==> config.mk <==
export PLATFORM = sky130hd
export DESIGN_NAME = wrr_arbiter
export DESIGN_NICKNAME = d
export VERILOG_FILES = /design/src/rtl/wrr_arbiter.sv
export SDC_FILE = /design/constraint.sdc
export NUM_CORES = 1
export LEC_CHECK = 0
export ABC_AREA = 1
export CORE_MARGIN = 4
export CORE_UTILIZATION = 35
export CTS_CLUSTER_DIAMETER = 50
export DETAILED_ROUTE_END_ITERATION = 8
export GPL_TIMING_DRIVEN = 0
export PLACE_DENSITY = 0.57
export SKIP_LAST_GASP = 1
export SLEW_MARGIN = 0
export SYNTH_ARGS = -nofsm -noshare
export SYNTH_HDL_FRONTEND = slang
export SYNTH_SLANG_ARGS = --single-unit
==> constraint.sdc <==
create_clock -name clk -period 3.6 [get_ports clk]
set_input_delay 0.72 -clock clk [delete_from_list [all_inputs] [get_ports clk]]
set_output_delay 0.72 -clock clk [all_outputs]
set_load 0.01 [all_outputs]
==> src/rtl/wrr_arbiter.sv <==
// Weighted round-robin arbiter: run-time per-client time slices, zero-bubble handover.
// Optional early release when the owner drops req: define WRR_EARLY_RELEASE_EN.
module wrr_arbiter #(
    parameter int N        = 4,
    parameter int TS_WIDTH = 4,
    parameter int IDW      = $clog2(N)
) (
    input  logic                  clk,
    input  logic                  reset,
    input  logic [N-1:0]          req,
    input  logic [N*TS_WIDTH-1:0] slice_cfg,
    output logic [N-1:0]          grant,
    output logic                  grant_valid,
    output logic [IDW-1:0]        grant_id,
    output logic                  grant_last
);

    typedef enum logic {
        IDLE = 1'b0,
        BUSY = 1'b1
    } state_t;

    state_t state_q, state_d;

    logic [IDW-1:0]      ptr_q, ptr_d;
    logic [IDW-1:0]      owner_q, owner_d;
    logic [TS_WIDTH-1:0] cnt_q, cnt_d;
    logic [TS_WIDTH-1:0] slice_q, slice_d;
    logic [N-1:0]        grant_q, grant_d;

    logic [TS_WIDTH-1:0] cfg_arr [N];
    logic [IDW-1:0]      sel_ptr;
    logic [IDW-1:0]      scan_idx;
    logic [IDW-1:0]      win_id;
    logic                win_found;
    logic [TS_WIDTH-1:0] win_slice;
    logic                slice_done;
    logic                owner_drop;
    logic                end_cycle;

    // Mod-N increment; valid for non-power-of-two N.
    function automatic logic [IDW-1:0] wrap_inc(input logic [IDW-1:0] v);
        wrap_inc = (int'(v) == N - 1) ? '0 : v + 1'b1;
    endfunction

    for (genvar k = 0; k < N; k++) begin : g_cfg
        assign cfg_arr[k] = slice_cfg[k*TS_WIDTH +: TS_WIDTH];
    end

    assign slice_done = (cnt_q == slice_q);

`ifdef WRR_EARLY_RELEASE_EN
    assign owner_drop = ~req[owner_q];
`else
    assign owner_drop = 1'b0;
`endif

    assign end_cycle = (state_q == BUSY) && (slice_done || owner_drop);

    // At an end cycle the search starts just past the owner.
    assign sel_ptr = (state_q == BUSY) ? wrap_inc(owner_q) : ptr_q;

    always_comb begin
        win_found = 1'b0;
        win_id    = '0;
        scan_idx  = sel_ptr;
        for (int i = 0; i < N; i++) begin
            if (!win_found && req[scan_idx]) begin
                win_found = 1'b1;
                win_id    = scan_idx;
            end
            scan_idx = wrap_inc(scan_idx);
        end
    end

    // A zero slice is promoted to one cycle.
    assign win_slice = (cfg_arr[win_id] == '0) ?
                       TS_WIDTH'(1) : cfg_arr[win_id];

    always_ff @(posedge clk) begin
        if (reset) begin
            state_q <= IDLE;
            ptr_q   <= '0;
            owner_q <= '0;
            cnt_q   <= '0;
            slice_q <= '0;
            grant_q <= '0;
        end else begin
            state_q <= state_d;
            ptr_q   <= ptr_d;
            owner_q <= owner_d;
            cnt_q   <= cnt_d;
            slice_q <= slice_d;
            grant_q <= grant_d;
        end
    end

    always_comb begin
        state_d = state_q;
        unique case (state_q)
            IDLE: begin
                if (win_found) begin
                    state_d = BUSY;
                end
            end
            BUSY: begin
                if (end_cycle && !win_found) begin
                    state_d = IDLE;
                end
            end
            default: state_d = IDLE;
        endcase
    end

    always_comb begin
        ptr_d   = ptr_q;
        owner_d = owner_q;
        cnt_d   = cnt_q;
        slice_d = slice_q;
        grant_d = grant_q;
        unique case (state_q)
            IDLE: begin
                if (win_found) begin
                    owner_d = win_id;
                    cnt_d   = TS_WIDTH'(1);
                    slice_d = win_slice;
                    grant_d = N'(1) << win_id;
                end
            end
            BUSY: begin
                if (end_cycle) begin
                    ptr_d = sel_ptr;
                    if (win_found) begin
                        owner_d = win_id;
                        cnt_d   = TS_WIDTH'(1);
                        slice_d = win_slice;
                        grant_d = N'(1) << win_id;
                    end else begin
                        cnt_d   = '0;
                        grant_d = '0;
                    end
                end else begin
                    cnt_d = cnt_q + 1'b1;
                end
            end
            default: begin
                grant_d = '0;
            end
        endcase
    end

    assign grant       = grant_q;
    assign grant_valid = |grant_q;
    assign grant_id    = (state_q == BUSY) ? owner_q : '0;
    assign grant_last  = (state_q == BUSY) && slice_done;

endmodule
==> metrics.txt <==
Post-Route WL 2900 um; Tcrit/Tclk final 70.5%; CP max FO 5; CTS buffer count 3; total vias in the final route 1244; CTS tree yes; drt wl/cell 10.3 um; fmax 394 MHz; fraction of the mapped netlist area in simple logic gates 45.1%; CP Class reg -> out; Critical Path AT 1.82 ns; Reg clk slew, reported paths 0.06 ns; deepest clock path buffer count 2; peak supply drop 418 uV; DRC Markers 0; Fin Clk Skew 0.00267 ns; NetSw 0.726 mW; unrepaired setup endpoints after global routing false; Final #Nets 259; CP required 2.88 ns; layout cell share with drive strength beyond 1 17.0%; WHS 0.479 ns; Slew Viols, Final 0; Post-Synth Adder-Cell Area 0.961%; Leak 0.820 nW; crit path launch type register; antenna violations before repair 0; clock tree sinks 17; drt pass-1 iters 4; sequential power share 20.4%; num rows 21; XOR/XNOR Fraction of Synth Area 4.03%; largest family of logic cells by synthesized area simple AND/OR/NAND/NOR gates; Worst Setup End Kind output port; Post-DRT Antenna Nets 0; sequential area share after synthesis 26.1%; Layout Cells excl Fill 281; PD cells 856 mW/mm^2; postcts setup bufs 0; placed cells 277; Syn Inst Count 202; power consumption 1.45 mW; Post-Syn Area 0.00130 sq mm; CTS resizes 0; DP Worst Slack 0.931 ns; vias in the first global route 1143; #FFs+latches synth 17; Logic pwr share 70.1%; FF-to-FF End slice_q[1]; core area 0.00347 sq mm; DP Wirelength 2310 um; IO Pins 30; clock root buffer clkbuf_8; Min-Delay Startpoint grant[2]; Endpoint, Worst Hold grant[2]; Avg Inst Size Synth 6.45 sq um; GRT Util Overall 12.1%; # setup viols final 0; cells along the critical path xnor2_1 -> nand4_1 -> nor2_1 -> clkdlybuf4s50_1; crit path max-delay cell type clkdlybuf4s50_1; switching share of power 50.1%; hold buffer count at CTS 0; Pint 0.724 mW; GRT overflow 0; WHS Path Cells 2; Rel. slew slack 68.6%; Min-Delay Path Class reg -> reg; Die Y 69.0 um; Die W 69.0 um; first-pass GRT wire length 5030 um; maxcap violations 0; r2r startpoint state_q; total negative slack 0 ns; status complete, no violations; gpl congestion 0.712; YS warnings 0; Post-Synthesis Net Count 225; Synth cell types 28; Worst Setup Slack, final 1.06 ns; DRT iter0 DRCs 75; post-synthesis compound-gate area fraction 13.1%; CP max stage delay 0.60 ns; clock network fraction of total power 9.5%; worst skew pair latency 0.24 ns; min cycle time layout 2.54 ns; Die Area 0.00476 sq mm; Starting Density 37.6%; H-Tree Depth 1; IO buf count 29; mux cell area share after synthesis 0%; vias per cell 4.43; r2r worst-path depth 19; Layout area overhead 30.2%; ANT cells 0; FF-to-FF setup slack 1.43 ns; final hold viol count 0; worst slew pin tran 0.466 ns; pin count of the biggest net entering global routing 11
==> power groups by stage <==
| stage | Clock (mW) | Combinational [mW] | Sequential, mW |
|---|---|---|---|
| floorplan | 0 | 0.771 | 0.297 |
| global placement | 0 | 1.03 | 0.300 |
| detailed placement | 0 | 1.03 | 0.300 |
| CTS | 0.145 | 1.03 | 0.297 |
| global route | 0.154 | 1.16 | 0.307 |
| finish | 0.138 | 1.02 | 0.296 |
==> synthesized netlist by cell type, drive strengths merged <==
cell type	count	area share, %
nand2	79	27
inv	23	6.6
nand3	21	10
dfxtp	17	26
a21oi	15	6.1
o21ai	13	6.4
nor2	12	3.7
buf	5	3.6
nand4	5	3.6
xnor2	5	3.4
clkbuf	1	0.29
clkinv	1	0.29
ha	1	0.96
o21a	1	0.58
or2	1	0.48
or4	1	0.58
xor2	1	0.67
==> worst max-delay path: cells and delay by family, from the launching register on <==
kind | cells | cell delay, ns
simple gates | 2 | 0.42
buf+inv | 1 | 0.60
xor+xnor | 1 | 0.14
flops | 1 | 0.41
==> metrics by stage <==
step,util (%),cell area [sq um]
6_report,48.9,1700
5_1_grt,48.9,1700
4_1_cts,48.9,1700
3_5_place_dp,47.6,1650
3_3_place_gp,47.6,1650
2_1_floorplan,-,1300
==> sequential cells by signal, summed over array words and instances (netlist names) <==
| name | flops |
|---|---|
| cnt_q | 4 |
| state_q | 1 |
| slice_q | 4 |
| ptr_q | 2 |
| grant | 4 |
| owner_q | 2 |
==> layer usage <==
layer  wire length, um  track usage [%]  vias to the layer above
li1                  -                -                      710
met1              1550             17.7                      505
met2              1180             17.9                       29
met3               169             3.92                        0
met4                 0             1.30                        0
met5                 0                0                        -
==> cells in the final DEF (no fill, tap or decap), drive strengths merged, types with 5 or more instances in the layout <==
cell           netlist  routed
nand2               79      79
clkdlybuf4s50        0      29
inv                 23      23
nand3               21      21
dfxtp               17      17
a21oi               15      15
o21ai               13      13
nor2                12      12
xnor2                5       5
nand4                5       5
buf                  5       5
clkbuf               1       5
==> cell families (layout without fill, tap and decap cells) <==
logic type               count (synthesis)  after routing
buffers and inverters                   30             63
flip-flops                              17             17
XOR/XNOR                                 6              6
AO/OA/AOI/OAI                           29             29
AND/OR/NAND/NOR                        119            119
adder cells (fa/ha/maj)                  1              1
==> final cells by class <==
| cell class | instances | area [sq um] |
|---|---|---|
| sequential | 17 | 340 |
| inverter | 24 | 90.1 |
| multi-input combinational | 155 | 822 |
| timing repair buffer | 29 | 290 |
| clock buffer | 4 | 45.0 |
| tap | 46 | 57.6 |
| buffer | 6 | 50.0 |
| fill | 385 | 1770 |
==> worst max-delay path by stage <==
stage | from | to | slack (ns)
2_1_floorplan | req[2] | slice_q[1] | 1.60
3_3_place_gp | req[1] | slice_q[1] | 0.95
3_5_place_dp | req[1] | slice_q[1] | 0.93
4_1_cts | cnt_q[0] | grant_last | 1.03
5_1_grt | cnt_q[0] | grant_last | 0.94
6_report | cnt_q[0] | grant_last | 1.06
Power figures use the tool's default switching activity.
